<file path="src/rtl/sin_osc_ctrl.sv">
// Sine-oscillator sequencer: phase accumulator, quadrant fold, int-to-float, radian scaling
// through an embedded float multiplier, and start/done handshake with an external sin core.
module sin_osc_ctrl #(
  parameter logic [3:0]  PREC  = 4'd5,
  parameter logic [31:0] SCALE = 32'h30C90FDB
) (
  input  logic        clk,
  input  logic        reset,
  input  logic        tick,
  input  logic [31:0] phase_inc,
  input  logic        phase_load,
  input  logic [31:0] phase_init,
  output logic [31:0] sample,
  output logic        sample_valid,
  output logic        busy,
  output logic        overrun,
  output logic [31:0] trig_theta,
  output logic [3:0]  trig_prec,
  output logic        trig_start,
  input  logic [31:0] trig_result,
  input  logic        trig_done
);

  localparam int unsigned MulLat = 2;

  typedef enum logic [3:0] {
    StIdle,
    StFold,
    StConv,
    StScaleGo,
    StScaleWait,
    StTrigGo,
    StTrigGuard,
    StTrigWait,
    StOutput
  } state_e;

  state_e      state_q, state_d;
  logic [31:0] phase_q, phase_d;
  logic [31:0] p_q, p_d;
  logic [31:0] fold_q, fold_d;
  logic [31:0] conv_q, conv_d;
  logic [31:0] theta_q, theta_d;
  logic [31:0] sample_q, sample_d;
  logic        sample_valid_q, sample_valid_d;
  logic        overrun_q, overrun_d;
  logic        first_q, first_d;
  logic [1:0]  mul_cnt_q, mul_cnt_d;
  logic [31:0] mul_res_q, mul_res_d;

  logic [31:0] base;

  // Quadrant fold into [-2^30, 2^30]
  logic signed [31:0] fold_s;
  logic signed [32:0] fold_x;
  logic signed [32:0] fold_f;

  always_comb begin
    fold_s = p_q;
    fold_x = {fold_s[31], fold_s};
    if (fold_s > 32'sh4000_0000) begin
      fold_f = 33'sh0_8000_0000 - fold_x;
    end else if (fold_s < 32'shC000_0000) begin
      fold_f = 33'sh1_8000_0000 - fold_x;
    end else begin
      fold_f = fold_x;
    end
  end

  // Signed integer to single precision, truncating
  logic        conv_neg;
  logic [31:0] conv_mag;
  logic [4:0]  conv_msb;
  logic [31:0] conv_norm;
  logic [7:0]  conv_exp;
  logic [31:0] conv_float;

  always_comb begin
    conv_neg = fold_q[31];
    conv_mag = conv_neg ? (~fold_q + 32'd1) : fold_q;
    conv_msb = '0;
    for (int i = 0; i < 32; i++) begin
      if (conv_mag[i]) begin
        conv_msb = 5'(i);
      end
    end
    conv_norm  = conv_mag << (5'd31 - conv_msb);
    conv_exp   = 8'd127 + {3'b000, conv_msb};
    conv_float = (conv_mag == '0) ? '0 : {conv_neg, conv_exp, conv_norm[30:8]};
  end

  // Float multiplier: normal operands only, truncated mantissa, zero if either input is zero
  logic        mul_rst;
  logic        mul_done;
  logic [23:0] mul_ma;
  logic [23:0] mul_mb;
  logic [47:0] mul_prod;
  logic [9:0]  mul_exp;
  logic [22:0] mul_mant;
  logic        mul_zero;
  logic [31:0] mul_res;

  always_comb begin
    mul_ma   = {1'b1, conv_q[22:0]};
    mul_mb   = {1'b1, SCALE[22:0]};
    mul_prod = 48'(mul_ma) * 48'(mul_mb);
    mul_exp  = {2'b00, conv_q[30:23]} + {2'b00, SCALE[30:23]} - 10'd127
               + {9'd0, mul_prod[47]};
    mul_mant = mul_prod[47] ? mul_prod[46:24] : mul_prod[45:23];
    mul_zero = (conv_q[30:23] == 8'd0) || (SCALE[30:23] == 8'd0);
    mul_res  = mul_zero ? '0 : {conv_q[31] ^ SCALE[31], mul_exp[7:0], mul_mant};
  end

  // Multiplier holds done low for MulLat cycles after its reset pulse
  always_comb begin
    mul_rst   = (state_q == StScaleGo);
    mul_done  = (mul_cnt_q == 2'(MulLat));
    mul_cnt_d = mul_cnt_q;
    mul_res_d = mul_res_q;
    if (mul_rst) begin
      mul_cnt_d = '0;
    end else if (!mul_done) begin
      mul_cnt_d = mul_cnt_q + 2'd1;
      mul_res_d = mul_res;
    end
  end

  always_comb begin
    base    = phase_load ? phase_init : phase_q;
    phase_d = phase_q;
    if (tick) begin
      phase_d = base + phase_inc;
    end else if (phase_load) begin
      phase_d = phase_init;
    end
  end

  always_comb begin
    state_d        = state_q;
    p_d            = p_q;
    fold_d         = fold_q;
    conv_d         = conv_q;
    theta_d        = theta_q;
    sample_d       = sample_q;
    sample_valid_d = 1'b0;
    first_d        = (state_q == StScaleGo);
    overrun_d      = overrun_q | (tick && (state_q != StIdle));

    unique case (state_q)
      StIdle: begin
        if (tick) begin
          p_d     = base;
          state_d = StFold;
        end
      end
      StFold: begin
        fold_d  = fold_f[31:0];
        state_d = StConv;
      end
      StConv: begin
        conv_d  = conv_float;
        state_d = StScaleGo;
      end
      StScaleGo: begin
        state_d = StScaleWait;
      end
      StScaleWait: begin
        // done still reflects the previous operation on the first cycle
        if (!first_q && mul_done) begin
          theta_d = mul_res_q;
          state_d = StTrigGo;
        end
      end
      StTrigGo: begin
        state_d = StTrigGuard;
      end
      StTrigGuard: begin
        state_d = StTrigWait;
      end
      StTrigWait: begin
        if (trig_done) begin
          sample_d       = trig_result;
          sample_valid_d = 1'b1;
          state_d        = StOutput;
        end
      end
      StOutput: begin
        state_d = StIdle;
      end
      default: begin
        state_d = StIdle;
      end
    endcase
  end

  always_ff @(posedge clk) begin
    if (reset) begin
      state_q        <= StIdle;
      phase_q        <= '0;
      p_q            <= '0;
      fold_q         <= '0;
      conv_q         <= '0;
      theta_q        <= '0;
      sample_q       <= '0;
      sample_valid_q <= 1'b0;
      overrun_q      <= 1'b0;
      first_q        <= 1'b0;
      mul_cnt_q      <= 2'(MulLat);
      mul_res_q      <= '0;
    end else begin
      state_q        <= state_d;
      phase_q        <= phase_d;
      p_q            <= p_d;
      fold_q         <= fold_d;
      conv_q         <= conv_d;
      theta_q        <= theta_d;
      sample_q       <= sample_d;
      sample_valid_q <= sample_valid_d;
      overrun_q      <= overrun_d;
      first_q        <= first_d;
      mul_cnt_q      <= mul_cnt_d;
      mul_res_q      <= mul_res_d;
    end
  end

  assign sample       = sample_q;
  assign sample_valid = sample_valid_q;
  assign busy         = (state_q != StIdle);
  assign overrun      = overrun_q;
  assign trig_theta   = theta_q;
  assign trig_prec    = PREC;
  assign trig_start   = (state_q == StTrigGo);

  logic unused_bits;
  assign unused_bits = ^{fold_f[32], conv_norm[31], conv_norm[7:0], mul_prod[22:0],
                         mul_exp[9:8]};

endmodule

</file>
<file path="config.mk">
export PLATFORM = sky130hd
export DESIGN_NAME = sin_osc_ctrl
export DESIGN_NICKNAME = d
export VERILOG_FILES = /design/src/rtl/sin_osc_ctrl.sv
export SDC_FILE = /design/constraint.sdc
export NUM_CORES = 1
export LEC_CHECK = 0
export BUFFER_PORTS_ARGS = -buffer_cell sky130_fd_sc_hd__buf_4
export CAP_MARGIN = 25
export CORE_ASPECT_RATIO = 0.8
export CORE_MARGIN = 10
export CORE_UTILIZATION = 59
export DETAILED_ROUTE_END_ITERATION = 8
export PLACE_DENSITY = 0.76
export SKIP_CTS_REPAIR_TIMING = 1
export SLEW_MARGIN = 20
export SYNTH_ARGS = -nofsm -noshare
export SYNTH_HDL_FRONTEND = slang
export SYNTH_SLANG_ARGS = --single-unit
</file>
<file path="constraint.sdc">
create_clock -name clk -period 10 [get_ports clk]
set_input_delay 0.5 -clock clk [delete_from_list [all_inputs] [get_ports clk]]
set_output_delay 0.5 -clock clk [all_outputs]
set_load 0.005 [all_outputs]
</file>
* Word level (Yosys, flattened, before mapping)
Index checks and enable logic that the tools add are counted.
** Word-level totals
- Bits in registers :: 233
- Word-level logic and storage cells :: 104
- Output and inout port bits :: 72
- Input port bits :: 101
** Cells by class
- Reductions and logical operators :: 14
- Shift-type cells :: 1
- Equal/unequal tests :: 12
- $mul :: 1
- Add/sub/neg operators :: 10
- Order comparisons :: 2
- Bitwise operators :: 5
- Multiplexer cells :: 46
** Operators by type and width (count)
- $mux W32 :: 7
- $mux W5 :: 30
- $sub A32 B32 Y32 const A :: 2
- $mul A24 B24 Y48 const B :: 1
- $add A32 B1 Y32 const B :: 1
- $add A32 B32 Y32 :: 1
- $gt A32 B32 Y1 const B :: 1
- $logic_not A32 Y1 :: 1
- $lt A32 B31 Y1 const B :: 1
- $not A32 Y32 :: 1
- $pmux W4 S8 :: 1
- $shl A32 B5 Y31 :: 1
- $mux W23 :: 1
- $eq A4 B3 Y1 const B :: 4
- $mux W4 :: 3
- $add A7 B5 Y8 const A :: 1
- $add A8 B1 Y8 :: 1
- $add A8 B7 Y8 const B :: 1
- $eq A4 B2 Y1 const B :: 2
- $logic_not A8 Y1 :: 1
- $ne A2 B2 Y1 const B :: 4
- $reduce_and A2 Y1 :: 4
- $sub A8 B7 Y8 const B :: 1
- $sub A5 B5 Y5 const A :: 1
- 13 further kinds :: 19

* Longest topological paths before layout
- Word-level depth :: 37
- Gate-level depth with buffers :: 35
- Gate-level depth less buffers :: 34

* Least setup slack after synthesis
OpenSTA, ideal clock, no wires.
- Path kind :: flip-flop to flip-flop
- Start point :: register conv_q[22]
- End point :: register mul_res_q[29]
- Clock period less this slack :: 8.017 ns
- Slack :: 1.983 ns
- Library setup time :: 0.128 ns
- Buffers on the path :: 1
- Required time :: 9.872 ns
- Arrival :: 7.889 ns
- Cell stages (with the launch flop) :: 34
- Path through :: dfxtp_1 inv_1 ha_1 inv_1 fa_1 fa_1 inv_1 ha_1 inv_1 fa_1 inv_1 fa_1 inv_1 fa_1 inv_1 ha_1 and4_1 o21ai_0 o21ai_0 o311ai_1 nand3_1 a41oi_1 a21oi_1 xnor2_1 clkinv_1 clkbuf_1 ha_1 inv_1 ha_1 nor2_1 a21oi_1 xor2_1 a22oi_1 nor2_1
** On the way
- Word-level cells in the longest chain between the ends :: 3
** RTL lines
- start: declaration :: line 42 : logic [31:0] conv_q, conv_d;
- start signal: assignment :: line 215 : conv_q <= conv_d;
- $mul A24 B24 Y48 :: line 106 : mul_prod = 48'(mul_ma) * 48'(mul_mb);
- $add A8 B1 Y8 :: line 108 : + {9'd0, mul_prod[47]};
- $mux W32 :: line 111 : mul_res = mul_zero ? '0 : {conv_q[31] ^ SCALE[31], mul_exp[7:0], mul_mant};
- end signal: assignment :: line 222 : mul_res_q <= mul_res_d;
- end: declaration :: line 49 : logic [31:0] mul_res_q, mul_res_d;
No other way between the ends.
A chain may end at the register's enable or synchronous reset.

* Worst setup path after layout
Ends and elaborated chain as after synthesis.

==> flow_summary.ini <==
[status]
outcome = finished clean

[power_and_ir_drop]
switching_power_mw = 3.68
seq_power_share_pct = 16.0
worst_vdd_ir_mv = 0.370
power_density_nw_per_um2 = 279
clockPowerShare_pct = 12.8
combinationalPowerShare_pct = 71.2
p_int_mw = 3.63
switching_share_pct = 50.4
power.leakage_nw = 12.3

[cells_and_area]
layout-drive-gt1-share_pct = 10.4
fin_nets = 3461
flow.area_growth_from_synthesis_pct = 9.73

[min_path]
whs_endpoint = sample[12]$_SDFFE_PP0P_
hold_path.class = input pin to register
hp-start = trig_result[12]
holdPathStages = 3

[synth]
synth.yosys.warnings = 0
syn-cell-area_sq_um = 23900
ys_seq_elements = 233
synth_enable_flop_cells = 0
synth_seq_area_share_pct = 19.6
syn-mean-instance-area_sq_um = 8.44
dominantRegCellSynth = sky130_fd_sc_hd__dfxtp_1
synth_top_area_share_pct = 19.6
synth.area.top_cells = sky130_fd_sc_hd__dfxtp_1 20%, sky130_fd_sc_hd__fa_1 18%, sky130_fd_sc_hd__ha_1 13%
most_used_standard_cell_by_instance_count_after_synthesis = sky130_fd_sc_hd__inv_1
netlist_instances = 2826
post_synth_num_cell_types = 97
post_synth_most_frequent_cells = 427 x sky130_fd_sc_hd__inv_1, 243 x sky130_fd_sc_hd__nand2_1, 242 x sky130_fd_sc_hd__ha_1
synth_top_cell_by_area = sky130_fd_sc_hd__dfxtp_1
synth_async_sr_flop_share_pct = 0

[sta]
setup_viol_count_final = 0
final_period_minus_worst_setup_slack_ns = 8.33
final-max-slew-violation-count = 0
slew_headroom_pct = 33.7
slew_at_the_pin_closest_to_its_max_slew_limit_ns = 0.994
fin_hold_ws_ns = 0.184
worst_clock_skew_ns = 0.0229
fin_setup_tns_ns = 0
rsz0062_at_grt = false
hold_violations = 0
final_critical_path_setup_slack_ns = 1.67
fin_crit_sh_pct = 83.3
timing.fmax_mhz = 120

[critical_path]
crit_path_start_kind = register
setup.reg_to_reg.worst_slack_ns = 1.67
timing.critical_path.required_ns = 10.42
slowest_stage = sky130_fd_sc_hd__a211oi_1
timing.critical_path.fanout_max = 11
criticalPathCategory = register to register
crit_path_end_kind = register
critical_path.startpoint = conv_q[22]$_SDFFE_PP0P_
rr_startpoint = conv_q[22]$_SDFFE_PP0P_
worstPathArrival_ns = 8.75
worst_path_most_repeated_cell = sky130_fd_sc_hd__inv_1
reg2reg_to = mul_res_q[29]$_SDFFE_PP0P_
timing.reg2reg.worst_path_depth = 34
critical_path.max_stage_delay_ns = 0.84

[detailed_routing]
wl_per_cell_um = 19.2
wirelength_routed_um = 66500
drcViolationCount = 0
first_iter_violations = 1665
avgViaCountPerCell = 5.93
route.vias.total = 20492
drtPass1Iterations = 7
antenna_left = 0

[cts]
clock_insertion_delay_at_the_later_pin_of_the_skew_report_ns = 0.56
clock_path_buffers = 3
htree_levels = 1
cell_at_the_root_of_the_clock_tree = sky130_fd_sc_hd__clkbuf_16
numClockSinks = 233
cts_tree = yes
numCtsBuffers = 26
path_clk_slew_ns = 0.06

[global_route]
grt_start_max_net_pins = 87
grt-ovfl-total = 0
total_routing_resource_utilization_after_global_routing_pct = 27.0
grt_first_pass_wirelength_um = 108000
antenna_found_initial = 1
grt_pass1_vias = 20704

[placed_design]
place_congestion = 0.994
dp_slack_ns = 1.70
io_buffers = 168
post-dp-hpwl_um = 53500

[floorplanning]
floorplan.die.width_um = 245
floorplan.die.height_um = 200
placeableCoreArea_sq_um = 39700
initial_core_util_pct = 60.1
num_io_pins = 173
die-area_sq_um = 48900
num_rows = 65

[run]
maxCapViolations = 0
## how the worst max path moves through the flow
stage	slack, ns	end	cells past startpoint
3_5_place_dp	1.70	mul_res_q[29]$_SDFFE_PP0P_	31
6_report	1.67	mul_res_q[29]$_SDFFE_PP0P_	34
4_1_cts	1.69	mul_res_q[29]$_SDFFE_PP0P_	31
2_1_floorplan	1.98	mul_res_q[29]$_SDFFE_PP0P_	33
3_3_place_gp	1.88	mul_res_q[29]$_SDFFE_PP0P_	31
5_1_grt	1.16	mul_res_q[29]$_SDFFE_PP0P_	32
## kinds of logic (layout without fill, tap and decap cells)
logic type	after synthesis	after routing	synth area share (%)
buffers and inverters	574	666	9.39
muxes	115	115	4.99
and+or+nand+nor	752	752	14.7
adders and majority gates	457	457	30.7
other	2	5	0.0315
xor gates and xnor gates	112	112	4.14
DFF	233	233	19.6
AOI/OAI and AO/OA	581	581	16.4
## registers in the layout, indices dropped and copies added (netlist names)
register / cells
mul_res_q: 32
sample_valid: 1
overrun: 1
fold_q: 32
mul_cnt_q: 2
sample: 32
trig_theta: 32
conv_q: 32
state_q: 4
phase_q: 32
fold_s: 32
first_q: 1
## layer usage
layer	vias to the layer above	track usage, %	wire (um)
li1	9736	-	-
met1	9993	35.1	28900
met2	669	44.9	31000
met3	92	6.80	5390
met4	2	5.67	1200
met5	-	0	8
## power groups by stage
stage	combinational, mW	clock (mW)	sequential (mW)
floorplan	3.94	0	1.13
CTS	5.18	0.953	1.17
finish	5.20	0.936	1.17
detailed placement	5.14	0	1.19
global placement	4.98	0	1.18
global route	5.87	0.987	1.19
## placed cells by master (no fill, tap or decap), types with 34 or more instances in the layout
cell,Yosys,layout
sky130_fd_sc_hd__nand3_1,34,34
sky130_fd_sc_hd__a211oi_1,72,72
sky130_fd_sc_hd__nor2_1,234,232
sky130_fd_sc_hd__xor2_1,57,57
sky130_fd_sc_hd__o21ai_0,73,73
sky130_fd_sc_hd__a21oi_1,170,170
sky130_fd_sc_hd__nand2_1,243,243
sky130_fd_sc_hd__dfxtp_1,233,233
sky130_fd_sc_hd__ha_1,242,242
sky130_fd_sc_hd__nor3_1,80,80
sky130_fd_sc_hd__fa_1,215,215
sky130_fd_sc_hd__xnor2_1,54,53
sky130_fd_sc_hd__inv_1,427,427
sky130_fd_sc_hd__buf_4,6,186
sky130_fd_sc_hd__mux2i_1,84,83
## critical path: cells and delay by family (launching register included)
family | cells | cell delay [ns]
adder cells (fa/ha/maj) | 10 | 3.93
AO/OA/AOI/OAI | 7 | 1.95
buffers and inverters | 11 | 1.24
AND/OR/NAND/NOR | 4 | 0.49
flip-flops | 1 | 0.31
XOR/XNOR | 2 | 0.26
## area by class of cell
cell class	instances	area (sq um)
timing repair buffer	188	1420
multi-input combinational	2021	17000
clock inverter	6	38.8
antenna	1	2.50
sequential	233	4660
inverter	433	1630
clock buffer	39	771
tap	536	671
fill	3370	13500
## stage by stage
stage,utilization [%],instances,cell area [sq um],total power [mW]
2_1_floorplan,-,2828,23900,5.07
3_3_place_gp,63.9,3410,25400,6.16
3_5_place_dp,63.9,3411,25400,6.33
4_1_cts,65.9,3456,26200,7.30
5_1_grt,66.0,3456,26200,8.04
6_report,66.0,3457,26200,7.31
(Power assumes the default switching activity.)
